## config.mk

```make
export PLATFORM = sky130hd
export DESIGN_NAME = pipe_ctrl
export DESIGN_NICKNAME = d
export VERILOG_FILES = /design/src/rtl/pipe_ctrl.sv
export SDC_FILE = /design/constraint.sdc
export NUM_CORES = 1
export LEC_CHECK = 0
export ABC_AREA = 1
export CORE_AREA = 2 2 90 92
export CTS_CLUSTER_DIAMETER = 60
export DETAILED_ROUTE_END_ITERATION = 7
export DIE_AREA = 0 0 92 94
export PLACE_DENSITY = 0.79
export SKIP_LAST_GASP = 1
export SLEW_MARGIN = 20
export SYNTH_ARGS = -nofsm -noshare
export SYNTH_HDL_FRONTEND = slang
export SYNTH_SLANG_ARGS = --single-unit
export TNS_END_PERCENT = 20
```

## constraint.sdc

```tcl
create_clock -name clk -period 2.3 [get_ports clk]
set_clock_uncertainty 0.2 [all_clocks]
set_input_delay 0.46 -clock clk [delete_from_list [all_inputs] [get_ports clk]]
set_output_delay 0.46 -clock clk [all_outputs]
set_load 0.03 [all_outputs]
```

## src/rtl/pipe_ctrl.sv

```systemverilog
// -----------------------------------------------------------------------------
// pipe_ctrl
//
// Stall/flush controller for the five-stage MIPS pipeline. It merges the stall
// requests from fetch, decode, execute and memory into one stall vector. It
// accepts exceptions and eret from the MEM stage, raising a one-cycle flush
// together with the redirect PC. A two-state FSM (RUN/DRAIN) throws away an
// instruction fetch that is still in flight when a flush happens. A watchdog
// raises a sticky flag when a stall never clears.
//
// Ports
//   clk            in   1   system clock
//   rst            in   1   synchronous reset, active low
//   stallreq_if    in   1   instruction SRAM not ready
//   stallreq_id    in   1   load-use hazard
//   stallreq_ex    in   1   multi-cycle EX operation busy
//   stallreq_mem   in   1   data SRAM not ready
//   excepttype_i   in  32   MEM-stage exception code (0 none, 32'hE eret)
//   cp0_epc_i      in  32   current EPC, target of eret
//   stall          out  6   [0]=pc [1]=if [2]=id [3]=ex [4]=mem [5]=wb
//   flush          out  1   clear all pipeline registers
//   new_pc         out 32   redirect target, valid while flush=1
//   if_discard     out  1   drop the fetch that returns this cycle
//   stall_timeout  out  1   sticky watchdog flag
//   perf_stall_cnt out 32   number of cycles with stall[0]=1 (wraps)
// -----------------------------------------------------------------------------
module pipe_ctrl #(
    parameter logic [31:0] EXC_VECTOR  = 32'hBFC0_0380,
    parameter logic [15:0] STALL_LIMIT = 16'd1023
) (
    input  logic        clk,
    input  logic        rst,
    input  logic        stallreq_if,
    input  logic        stallreq_id,
    input  logic        stallreq_ex,
    input  logic        stallreq_mem,
    input  logic [31:0] excepttype_i,
    input  logic [31:0] cp0_epc_i,
    output logic [5:0]  stall,
    output logic        flush,
    output logic [31:0] new_pc,
    output logic        if_discard,
    output logic        stall_timeout,
    output logic [31:0] perf_stall_cnt
);

    localparam logic [31:0] ERET_CODE = 32'h0000_000E;

    typedef enum logic {
        ST_RUN   = 1'b0,
        ST_DRAIN = 1'b1
    } state_t;

    state_t      r_state;
    logic [15:0] r_run_len;
    logic        r_timeout;
    logic [31:0] r_perf_cnt;

    logic        w_exc_accept;

    // Combinational control. These outputs act in the same cycle, so they
    // depend only on the inputs and the state register.
    always_comb begin
        stall        = 6'b000000;
        flush        = 1'b0;
        new_pc       = 32'h0;
        if_discard   = 1'b0;
        w_exc_accept = 1'b0;
        if (rst) begin
            if (r_state == ST_DRAIN) begin
                // The pipeline is already empty. Hold PC/IF until the stale
                // fetch has come back, and ignore every other request.
                stall      = 6'b000011;
                if_discard = 1'b1;
            end else if ((excepttype_i != 32'h0) && !stallreq_mem) begin
                // A stalled MEM stage keeps the exception pending. When it
                // is accepted, the flush overrides every stall request.
                w_exc_accept = 1'b1;
                flush        = 1'b1;
                new_pc       = (excepttype_i == ERET_CODE) ? cp0_epc_i : EXC_VECTOR;
            end else if (stallreq_mem) begin
                stall = 6'b011111;
            end else if (stallreq_ex) begin
                stall = 6'b001111;
            end else if (stallreq_id) begin
                stall = 6'b000111;
            end else if (stallreq_if) begin
                stall = 6'b000011;
            end
        end
    end

    always_ff @(posedge clk) begin
        if (!rst) begin
            r_state    <= ST_RUN;
            r_run_len  <= 16'h0;
            r_timeout  <= 1'b0;
            r_perf_cnt <= 32'h0;
        end else begin
            // DRAIN lasts through the first cycle that sees stallreq_if=0,
            // because the fetch completes in that cycle and must still be
            // discarded.
            if (r_state == ST_RUN) begin
                if (w_exc_accept && stallreq_if) begin
                    r_state <= ST_DRAIN;
                end
            end else begin
                if (!stallreq_if) begin
                    r_state <= ST_RUN;
                end
            end

            if (r_run_len == STALL_LIMIT) begin
                r_timeout <= 1'b1;
            end

            if (stall[0]) begin
                if (r_run_len != 16'hFFFF) begin
                    r_run_len <= r_run_len + 16'd1;
                end
                r_perf_cnt <= r_perf_cnt + 32'd1;
            end else begin
                r_run_len <= 16'h0;
            end
        end
    end

    assign stall_timeout  = r_timeout;
    assign perf_stall_cnt = r_perf_cnt;

endmodule

```

; After elaboration in Yosys (flattened, before gate mapping)
; Index checks and enable logic that the tools add are counted.
[op_classes]
n_eq_ne = 3
multipliers = 0
add_sub_neg = 2
mux = 19
n_shift = 0
order_cmp = 0
bitwise_logic = 0
reduce_logical = 5
n_div = 0
[op_table]
columns = cell, count
row1 = 32-bit 2-to-1 mux, 4
row2 = "32-bit by 1-bit adder with 32-bit output, second input constant", 1
row3 = "32-bit by 4-bit equality test with 1-bit output, second input constant", 1
row4 = 32-bit nonzero test, 1
row5 = "16-bit by 1-bit adder with 16-bit output, second input constant", 1
row6 = "16-bit by 10-bit equality test with 1-bit output, second input constant", 1
row7 = "16-bit inequality test, second input constant", 1
row8 = 5-bit 2-to-1 mux, 3
row9 = 1-bit 2-to-1 mux, 8
row10 = 6-bit 2-to-1 mux, 1
row11 = 4-bit 2-to-1 mux, 1
row12 = 3-bit 2-to-1 mux, 1
row13 = 1-bit logical AND, 2
row14 = 2-bit 2-to-1 mux, 1
row15 = 2-bit AND reduction, 1
row16 = 1-bit logical NOT, 1
[word_totals]
memories = 0
latchBits = 0
ramBits = 0
output_inout_bits = 73
romBits = 0
reg_bits = 50

; Depth between registers and ports, before layout
[depth]
ltp_word = 8
ltp_mapped = 12
depth_no_buf = 11

; Worst setup path before layout
; OpenSTA, ideal clock, no wires.
[synth_timing]
path_type = input to output
start = in rst
end = out new_pc[10]
stages = 8
required_time_ns = 1.640
path_buffers = 2
slack_ns = -0.481
t_arrival_ns = 2.121
cell_sequence = buf_2 -> inv_1 -> nor2_1 -> inv_1 -> nor2_1 -> inv_1 -> buf_2 -> nor2_1
[synth_between]
elab_chain_cells = 1
[synth_rtl]
columns = element, line
row1 = from (decl), 32  ; input logic rst,
row2 = 32-bit 2-to-1 mux, 69  ; if (rst) begin
row3 = to (decl), 41  ; output logic [31:0] new_pc,
; Every way passes these cells.

; Worst setup path in the final report
[layout_timing]
start = in excepttype_i[14]
end = out new_pc[30]
[layout_between]
elab_chain_cells = 5
word_cells_on_any_way = 7
[layout_rtl]
columns = element, line
row1 = from (decl), 37  ; input logic [31:0] excepttype_i,
row2 = 32-bit by 4-bit equality test with 1-bit output or 32-bit nonzero test (tied branches), "80, 75"
row3 = 32-bit 2-to-1 mux or 1-bit logical AND (tied branches), "80, 75"
row4 = 32-bit 2-to-1 mux *, 75  ; end else if ((excepttype_i != 32'h0) && !stallreq_mem) begin
row5 = 32-bit 2-to-1 mux *, 70  ; if (r_state == ST_DRAIN) begin
row6 = 32-bit 2-to-1 mux *, 69
; Mark *: on every way between the ends. The rest lies on a longest branch, timed or not.

==> impl_metrics.ini <==
[timing]
fin_tns_setup_ps = -3690
final-max-slew-violation-count = 0
setup-violations-final = 34
setup_slack_ps = -161
finalCriticalPeriod_ps = 2460
hold_ws_ps = 311
fmax_mhz = 406
grt_setup_unrepaired = yes
final_hold_viol_count = 0
fin_crit_sh = 1.07

[critical_path]
critPathKind = primary input to primary output
r2r_start = perf_stall_cnt[0]
slowest_stage = nor4_4
cp.arrival_ps = 1800
path_buf_inv = 4
crit_fanout = 5
reg2reg_to = perf_stall_cnt[30]
cp.required_ps = 1640
critPathTopFamily = simple AND/OR/NAND/NOR gates
path_cells = buf_6, nor2_4, nand2_2, nor4_4, nand2_2, inv_4, clkbuf_16, nand2_2, nor2_4, buf_6
startpoint_type = primary input
cpMostUsedCell = nand2_2
end_kind = primary output
r2r_slack_ps = 190
critical_path.max_stage_delay_ps = 300
reg2regPathDepth = 10

[cells_and_area]
finish.utilization = 0.715
drive_gt1_frac = 0.329
nets = 739
fillers = 590
syn_to_final_growth_pct = 72.8
final_common_cell = nand2_1
layout_common_cells = nand2_1 (92), nor2_1 (80), clkdlybuf4s50_1 (68)

[clock_network]
clk_pin_slew_worst_paths_ps = 90
cts_max_path_buffers = 2
htreeDepth = 2
cts_root_buf = clkbuf_8
clk_latency_ps = 310
clkSinkCount = 50
cts_tree = done
cts_buffers = 5

[floorplanning]
die_y_um = 94
fp.dieW_um = 92
coreArea_um2 = 7610
io_pins = 143
start_util = 0.414
row_count = 32
die_area_um2 = 8650

[yosys]
yosys_warnings = 0
synth_edf_count = 0
ys.flop_type = dfxtp_1
synth_top_family_by_area = simple AND/OR/NAND/NOR gates
avgSynthCellArea_um2 = 6.09
ys_ff_latch = 50
synthMuxAreaShare = 0
synth-simple-area-share = 0.479
yosysSeqAreaShare = 0.318
syn_area_um2 = 3150
syn_nets = 589
synthDistinctLibCells = 31
synth_adder_area_share = 0.00795
synth_compound_area_frac = 0.0843
synth-xor-area-share = 0.0111
async_reset_ff_frac = 0
synthesis.instances = 517

[place]
place_ws_ps = -486
dp_hpwl_um = 7270
place_congestion = 0.863
io_buffers = 141

[grt]
grt_max_degree = 36
gr-total-overflow = 0
antenna_found_initial = 1
grt_pass1_vias = 3595
grtUsageTotal = 0.220
grt_pass1_wl_um = 15800

[drt]
drc = 0
viasPerCell = 5.10
wl_um = 11200
via_count = 3931
ant_nets = 0
drtIter0Drc = 106
firstDrtPassIters = 6
wl_per_cell_um = 14.6

[hold_path]
min_path_type = register to register
min_to = r_run_len[3]
hold_start = r_run_len[3]
hold_path_depth = 2

[power_and_ir_drop]
p_per_area_nw_per_um2 = 364
ir_drop_mv = 0.256
p_leak_nw = 2.13

[status]
violations = negative setup slack
status = complete, but fails checks

[flow_run]
drv_cap = 0
repair_timing:
item / CTS / global route
hold buffers: 0 / 0
pin swaps: 36 / 33
endpoints found under the setup margin: 38 / 36
buffers inserted: 3 / 1
gates resized for setup: 148 / 83
gates cloned: 2 / 3
endpoints found under the hold margin: 0 / 0
routing by layer:
metal,wire [µm],track usage,share of wire
met2,5920,0.421,0.53
met4,498,0.0709,0.044
met1,4160,0.239,0.37
met3,648,0.0522,0.058
met5,0,0,0
worst max-delay path by stage:
stage                                 from         end  slack, ps  cells past startpoint
after floorplan                        rst  new_pc[10]        -80                      8
final                     excepttype_i[14]  new_pc[30]       -160                     10
after detailed placement  excepttype_i[11]  new_pc[31]       -490                     11
after CTS                 excepttype_i[10]  new_pc[23]       -120                     12
after global placement    excepttype_i[11]  new_pc[31]       -470                     11
after global routing      excepttype_i[14]  new_pc[30]       -280                     10
cells by family after synthesis:
group           count (synthesis)
simple gates                  341
buf+inv                        69
compound gates                 50
flops                          50
xor+xnor                        4
fa+ha+maj                       2
other cells                     1
through the flow:
step,power [W],instances,area (µm²)
finish,0.00198,771,5440
global route,0.00205,770,5440
CTS,0.00196,767,5080
detailed placement,0.00128,754,4860
global placement,0.00127,754,4860
floorplan,0.00108,517,3380
tightest hold or removal path, cell delays in order (launching register included):
cell	delay, ps
dfxtp_1	330
nand2_1	60
a31oi_1	70
registers in the layout, summed over array words and instances (netlist names):
name / flops
stall_timeout: 1
perf_stall_cnt: 32
r_run_len: 16
r_state: 1
Yosys cell counts (2+ instances only):
library cell,n,area share
nand3_1,40,0.064
inv_1,50,0.060
nand2_4,4,0.014
nor3_2,6,0.019
o21ai_0,6,0.0095
dfxtp_1,50,0.32
ha_1,2,0.0079
nor2_1,140,0.17
nor3_4,2,0.010
buf_1,2,0.0024
nor3_1,8,0.013
buf_6,2,0.0072
xor2_1,4,0.011
nand2_1,120,0.14
a21oi_1,34,0.054
nor4_1,2,0.0040
nand2_2,4,0.0079
nand4_1,6,0.012
a31oi_1,9,0.018
buf_4,7,0.017
buf_2,7,0.011
or2_2,2,0.0040
nor2_2,2,0.0040
where the power goes:
group / internal [W] / total, W / leakage, nW / switching, W
clock: 0.000358 / 0.000666 / 0.0618 / 0.000307
combinational: 0.000212 / 0.000435 / 1.66 / 0.000222
sequential: 0.000872 / 0.000882 / 0.403 / 0.00000969
area by class of cell:
class	instances	area, µm²	share of cell area
Clock buffer	6	82.6	0.0152
Antenna cell	1	2.50	0.000460
Tap cell	102	128	0.0235
Multi-Input combinational cell	398	2320	0.427
Timing Repair Buffer	162	1670	0.307
Clock inverter	2	38.8	0.00713
Inverter	50	196	0.0361
Sequential cell	50	1000	0.184
Power figures use the tool's default switching activity.
